`src/rtl/stop_watch_pkg.sv`:
```
// stop_watch_pkg: shared BCD digit type, direction enum and load-saturation helper
package stop_watch_pkg;
  typedef logic [3:0] bcd_t;
  localparam bcd_t BCD_MAX = 4'd9;
  typedef enum logic {DIR_UP = 1'b0, DIR_DN = 1'b1} dir_t;
  function automatic bcd_t bcd_sat(bcd_t v);
    return v > BCD_MAX ? BCD_MAX : v;
  endfunction
endpackage

```
`src/rtl/bcd_digit.sv`:
```
// bcd_digit: one BCD counter digit (clk, reset_n, clr, ld/d load, en tick, dir, cin in; q digit, cout carry/borrow out)
module bcd_digit
  import stop_watch_pkg::*;
(
  input  logic       clk,
  input  logic       reset_n,
  input  logic       clr,
  input  logic       ld,
  input  logic [3:0] d,
  input  logic       en,
  input  logic       dir,
  input  logic       cin,
  output logic [3:0] q,
  output logic       cout
);
  assign cout = cin & (dir == DIR_DN ? q == 4'd0 : q == BCD_MAX);
  always_ff @(posedge clk or negedge reset_n)
    if (!reset_n) q <= '0;
    else if (clr) q <= '0;
    else if (ld) q <= bcd_sat(d);
    else if (en && cin) q <= dir == DIR_DN ? (q == 4'd0 ? BCD_MAX : q - 4'd1) : (q == BCD_MAX ? 4'd0 : q + 4'd1);
endmodule

```
`src/rtl/stop_watch_gen.sv`:
```
// stop_watch_gen: prescaled NDIG-digit BCD up/down stopwatch (in: clk, reset_n, go, clr, dir, ld, ld_val, lap; out: digits, frozen, wrap, done)
module stop_watch_gen
  import stop_watch_pkg::*;
#(
  parameter int NDIG = 4,
  parameter int DVSR = 5_000_000
) (
  input  logic              clk,
  input  logic              reset_n,
  input  logic              go,
  input  logic              clr,
  input  logic              dir,
  input  logic              ld,
  input  logic [4*NDIG-1:0] ld_val,
  input  logic              lap,
  output logic [4*NDIG-1:0] digits,
  output logic              frozen,
  output logic              wrap,
  output logic              done
);
  localparam int PW = $clog2(DVSR);
  localparam logic [PW-1:0] LAST = PW'(DVSR - 1);
  logic [PW-1:0] pcnt;
  logic [NDIG:0] c;
  logic [4*NDIG-1:0] count, snap;
  logic tick, step, at_end, near_zero;
  assign tick = go && pcnt == LAST;
  assign c[0] = 1'b1;
  // c[NDIG] is all-9s when counting up and all-0s when counting down
  assign at_end = c[NDIG];
  assign step = tick && !(dir == DIR_DN && at_end);
  assign near_zero = (count >> 4) == '0 && count[3:0] <= 4'd1;
  for (genvar i = 0; i < NDIG; i++) begin : g_dig
    bcd_digit u_dig (
      .clk    (clk),
      .reset_n(reset_n),
      .clr    (clr),
      .ld     (ld),
      .d      (ld_val[4*i +: 4]),
      .en     (step),
      .dir    (dir),
      .cin    (c[i]),
      .q      (count[4*i +: 4]),
      .cout   (c[i+1])
    );
  end
  always_ff @(posedge clk or negedge reset_n)
    if (!reset_n) pcnt <= '0;
    else if (clr || ld) pcnt <= '0;
    else if (go) pcnt <= tick ? '0 : pcnt + 1'b1;
  always_ff @(posedge clk or negedge reset_n)
    if (!reset_n) begin
      wrap <= 1'b0;
      done <= 1'b0;
      frozen <= 1'b0;
      snap <= '0;
    end else if (clr) begin
      wrap <= 1'b0;
      done <= 1'b0;
      frozen <= 1'b0;
    end else begin
      if (lap) begin
        frozen <= !frozen;
        if (!frozen) snap <= count;
      end
      if (ld) begin
        wrap <= 1'b0;
        done <= 1'b0;
      end else begin
        wrap <= tick && dir == DIR_UP && at_end;
        if (tick && dir == DIR_DN && near_zero) done <= 1'b1;
      end
    end
  assign digits = frozen ? snap : count;
endmodule

```
`config.mk`:
```
export PLATFORM = sky130hd
export DESIGN_NAME = stop_watch_gen
export DESIGN_NICKNAME = d
export VERILOG_FILES = /design/src/rtl/stop_watch_pkg.sv /design/src/rtl/bcd_digit.sv /design/src/rtl/stop_watch_gen.sv
export SDC_FILE = /design/constraint.sdc
export NUM_CORES = 1
export LEC_CHECK = 0
export BUFFER_PORTS_ARGS = -buffer_cell sky130_fd_sc_hd__buf_2
export CORE_MARGIN = 1.5
export CORE_UTILIZATION = 55
export CTS_BUF_LIST = sky130_fd_sc_hd__clkbuf_4 sky130_fd_sc_hd__clkbuf_8
export DETAILED_ROUTE_END_ITERATION = 10
export PLACE_DENSITY_LB_ADDON = 0.05
export SLEW_MARGIN = 10
export SYNTH_ARGS = -nofsm -noshare
export SYNTH_HDL_FRONTEND = slang
export SYNTH_SLANG_ARGS = --single-unit
```
`constraint.sdc`:
```
create_clock -name clk -period 2.6 [get_ports clk]
set_clock_uncertainty 0.1 [all_clocks]
set_input_delay 0.26 -clock clk [delete_from_list [all_inputs] [get_ports clk]]
set_output_delay 0.26 -clock clk [all_outputs]
set_load 0.03 [all_outputs]
```
==> results.py <==
metrics = {
    "global_route": {
        "grt_pass1_vias": 3391,
        "grt_pass1_wl_um": 16300,
        "grt_max_degree": 35,
        "grt_usage_pct": 27.9,
        "overflow": 0,
        "antenna_found_initial": 0,
    },
    "timing": {
        "setup_ws_ns": -0.0159,
        "hold_viol_final": 0,
        "slew_headroom_pct": 66.5,
        "final.min_clock_period_ns": 2.62,
        "fin_crit_sh_pct": 101,
        "tightest_slew_ns": 0.502,
        "setup_viol": 1,
        "setup_tns_ns": -0.0159,
        "rsz0062_at_grt": "true",
        "fmax_mhz": 382,
        "slew_viol_final": 0,
    },
    "pwr": {
        "power_per_cell_area_mw_per_mm2": 556,
        "power_w": 0.00256,
        "p_leak_nw": 2.09,
        "netSwitchingFraction_pct": 30.5,
        "p_int_w": 0.00178,
        "p_clk_share_pct": 34.4,
        "seqPwrFrac_pct": 40.7,
        "power_switching_w": 0.000781,
        "power_frac_comb_pct": 24.9,
        "ir_drop_mv": 0.289,
    },
    "die": {
        "die_w_um": 86.2,
        "die_h_um": 86.2,
        "core-area_mm2": 0.00676,
        "io_pins": 42,
        "floorplan.initialDensity_pct": 56.3,
        "die-area_mm2": 0.00743,
        "row_count": 30,
    },
    "critical_path": {
        "cp-start-kind": "flop",
        "path_max_fanout": 3,
        "cp_data_required_time_ns": 2.74,
        "reg2reg_to": "g_dig[1].u_dig.q[0]$_DFFE_PN0P_",
        "crit_path_end_kind": "flop",
        "reg2reg_slack_ns": -0.02,
        "r2r_cells": 5,
        "criticalPathCategory": "reg -> reg",
        "r2r_start": "pcnt[13]$_DFFE_PN0P_",
        "cp_data_arrival_time_ns": 2.76,
    },
    "routing": {
        "dr.first_iter.drc_count": 224,
        "drc": 0,
        "avgViaCountPerCell": 5.98,
        "ant_nets": 0,
        "drt_wl_total_um": 9770,
        "vias": 3502,
        "wl_per_cell_um": 16.7,
        "drt_first_pass_iters": 5,
    },
    "yosys": {
        "synthXorXnorAreaFrac_pct": 5.06,
        "synthTopCellsByArea": "dfrtp_1, mux2_2, ha_1, nand2_1, nor2_1",
        "yosysSeqAreaShare_pct": 38.1,
        "synthAdderAreaFrac_pct": 4.27,
        "synthCells": 427,
        "synth_simple_gate_area_share_pct": 23.0,
        "synth.largest_area_cell": "dfrtp_1",
        "synth_ff_type": "dfrtp_1",
        "synthArstFlopShare_pct": 100,
        "synth-compound-area-share_pct": 15.9,
        "synthMuxAreaShare_pct": 9.63,
        "yosys_warnings": 0,
        "ys_types": 59,
        "synth.top_cell.area_share_pct": 38.1,
        "synth_seq_cells": 58,
        "synth_top_family_by_area": "simple AND/OR/NAND/NOR gates",
        "synth_area_per_cell_um2": 8.91,
        "synth_fp_nets": 463,
        "synth_edf_count": 0,
        "synth_area_mm2": 0.00380,
    },
    "clock_network": {
        "cts.path.max_buffers": 2,
        "clkTransAtPathRegs_ns": 0.06,
        "cts_tree": "built",
        "htree_num_levels": 3,
        "cts_setup_buffers": 0,
        "clk_latency_ns": 0.34,
        "cts_sinks": 58,
        "cts_buffers": 9,
        "root_buffer": "clkbuf_8",
    },
    "finish": {
        "diodes": 0,
        "multi_input_area_mm2": 0.00222,
        "fill_cells": 572,
        "fin_nets": 538,
        "drive_gt1_share_pct": 27.3,
        "area_growth_pct": 20.8,
        "regArea_mm2": 0.00145,
    },
    "outcome": {
        "outcome": "finished, violations left",
        "violations": "setup timing",
    },
    "worst_hold_path": {
        "whs_path_depth": 2,
        "min_to": "g_dig[2].u_dig.q[2]$_DFFE_PN0P_",
        "hold_path.class": "in -> reg",
        "hold_path.startpoint": "ld_val[10]",
    },
    "placement": {
        "detailed_place_hpwl_um": 7080,
        "pre_cts_slack_ns": -0.0649,
        "io_buffers": 41,
        "place.gp.congestion": 0.941,
    },
    "flow_run": {
        "maxCapViolCount": 0,
    },
}
Yosys cell counts, types with 9 or more instances:
cell type,instances
a21oi_1,19
clkbuf_1,21
dfrtp_1,58
ha_1,13
inv_1,18
mux2_2,25
nand2_1,41
nand2b_1,11
nand3_1,21
nor2_1,38
nor3_1,9
nor4_1,10
o21ai_0,26
xnor2_1,15
cell families (layout without fill, tap and decap cells):
family / after synthesis / count (layout)
mux: 33 / 33
compound gates: 92 / 92
xor+xnor: 22 / 22
buf+inv: 41 / 120
simple gates: 168 / 168
fa+ha+maj: 13 / 13
flops: 58 / 58
power by group through the flow:
| stage | sequential, W | clock [W] | combinational [W] |
|---|---|---|---|
| after floorplan | 0.00104 | 0 | 0.000433 |
| after global placement | 0.00105 | 0 | 0.000613 |
| after detailed placement | 0.00106 | 0 | 0.000629 |
| after CTS | 0.00104 | 0.000891 | 0.000634 |
| after global routing | 0.00105 | 0.000920 | 0.000697 |
| final | 0.00104 | 0.000879 | 0.000638 |
worst max-delay path, stage by stage, from the launching register on:
cell and delay, ns:
dfrtp_1 0.38, or4_4 0.53, or4_4 0.44, or4b_4 0.56
mux2_4 0.32, a221oi_2 0.20
layout by cell type, fill, tap and decap left out, types with 11 or more instances in the layout:
master    count
a21oi_1      19
clkbuf_8     12
nand2_1      41
o21ai_0      25
mux2_2       25
nand3_1      21
dfrtp_1      58
nor2_1       38
buf_4        45
ha_1         13
xnor2_1      15
nand2b_1     11
buf_2        41
inv_1        18
stage by stage:
step / util [%] / hold WS, ns / instance area, µm² / std cells
finish: 68.1 / 0.0896 / 4600 / 586
global route: 68.1 / 0.0980 / 4600 / 586
CTS: 67.9 / 0.0884 / 4590 / 586
detailed placement: 64.5 / 0.0136 / 4360 / 570
global placement: 64.5 / 0.0133 / 4360 / 570
floorplan: - / -0.136 / 3810 / 427
registers in the layout (all words and copies together), names as in the netlist:
signal	count
pcnt	23
g_dig.u_dig.q	16
snap	16
done	1
frozen	1
wrap	1
how the worst max path moves through the flow:
stage,startpoint,slack (ns),endpoint
final,pcnt[13]$_DFFE_PN0P_,-0.02,g_dig[1].u_dig.q[0]$_DFFE_PN0P_
after global routing,pcnt[13]$_DFFE_PN0P_,-0.09,g_dig[1].u_dig.q[0]$_DFFE_PN0P_
after CTS,pcnt[13]$_DFFE_PN0P_,-0.02,g_dig[1].u_dig.q[0]$_DFFE_PN0P_
after detailed placement,pcnt[13]$_DFFE_PN0P_,-0.06,g_dig[1].u_dig.q[0]$_DFFE_PN0P_
after global placement,pcnt[13]$_DFFE_PN0P_,-0.04,g_dig[1].u_dig.q[0]$_DFFE_PN0P_
after floorplan,pcnt[16]$_DFFE_PN0P_,-0.08,g_dig[1].u_dig.q[0]$_DFFE_PN0P_
metal layers:
layer	vias up	share of wire, %	GRT usage, %
li1	1684	-	-
met1	1712	44	35.5
met2	94	51	48.6
met3	12	4.5	3.81
met4	0	1.4	10.6
met5	-	0	0
timing repair:
item | CTS | global route
hold buffers | 1 | 0
endpoints found under the setup margin | 3 | 4
endpoints found under the hold margin | 24 | 0
gates resized for setup | 2 | 3
layout make-up:
type                    instances  share of cell area, %
clock buffers                  13                   3.76
clock inverters                 2                  0.762
inverters                      18                   1.47
multi-input cells             328                   48.2
flip-flops and latches         58                   31.6
well taps                      80                   2.18
repair buffers                 87                   12.0
(Power assumes the default switching activity.)
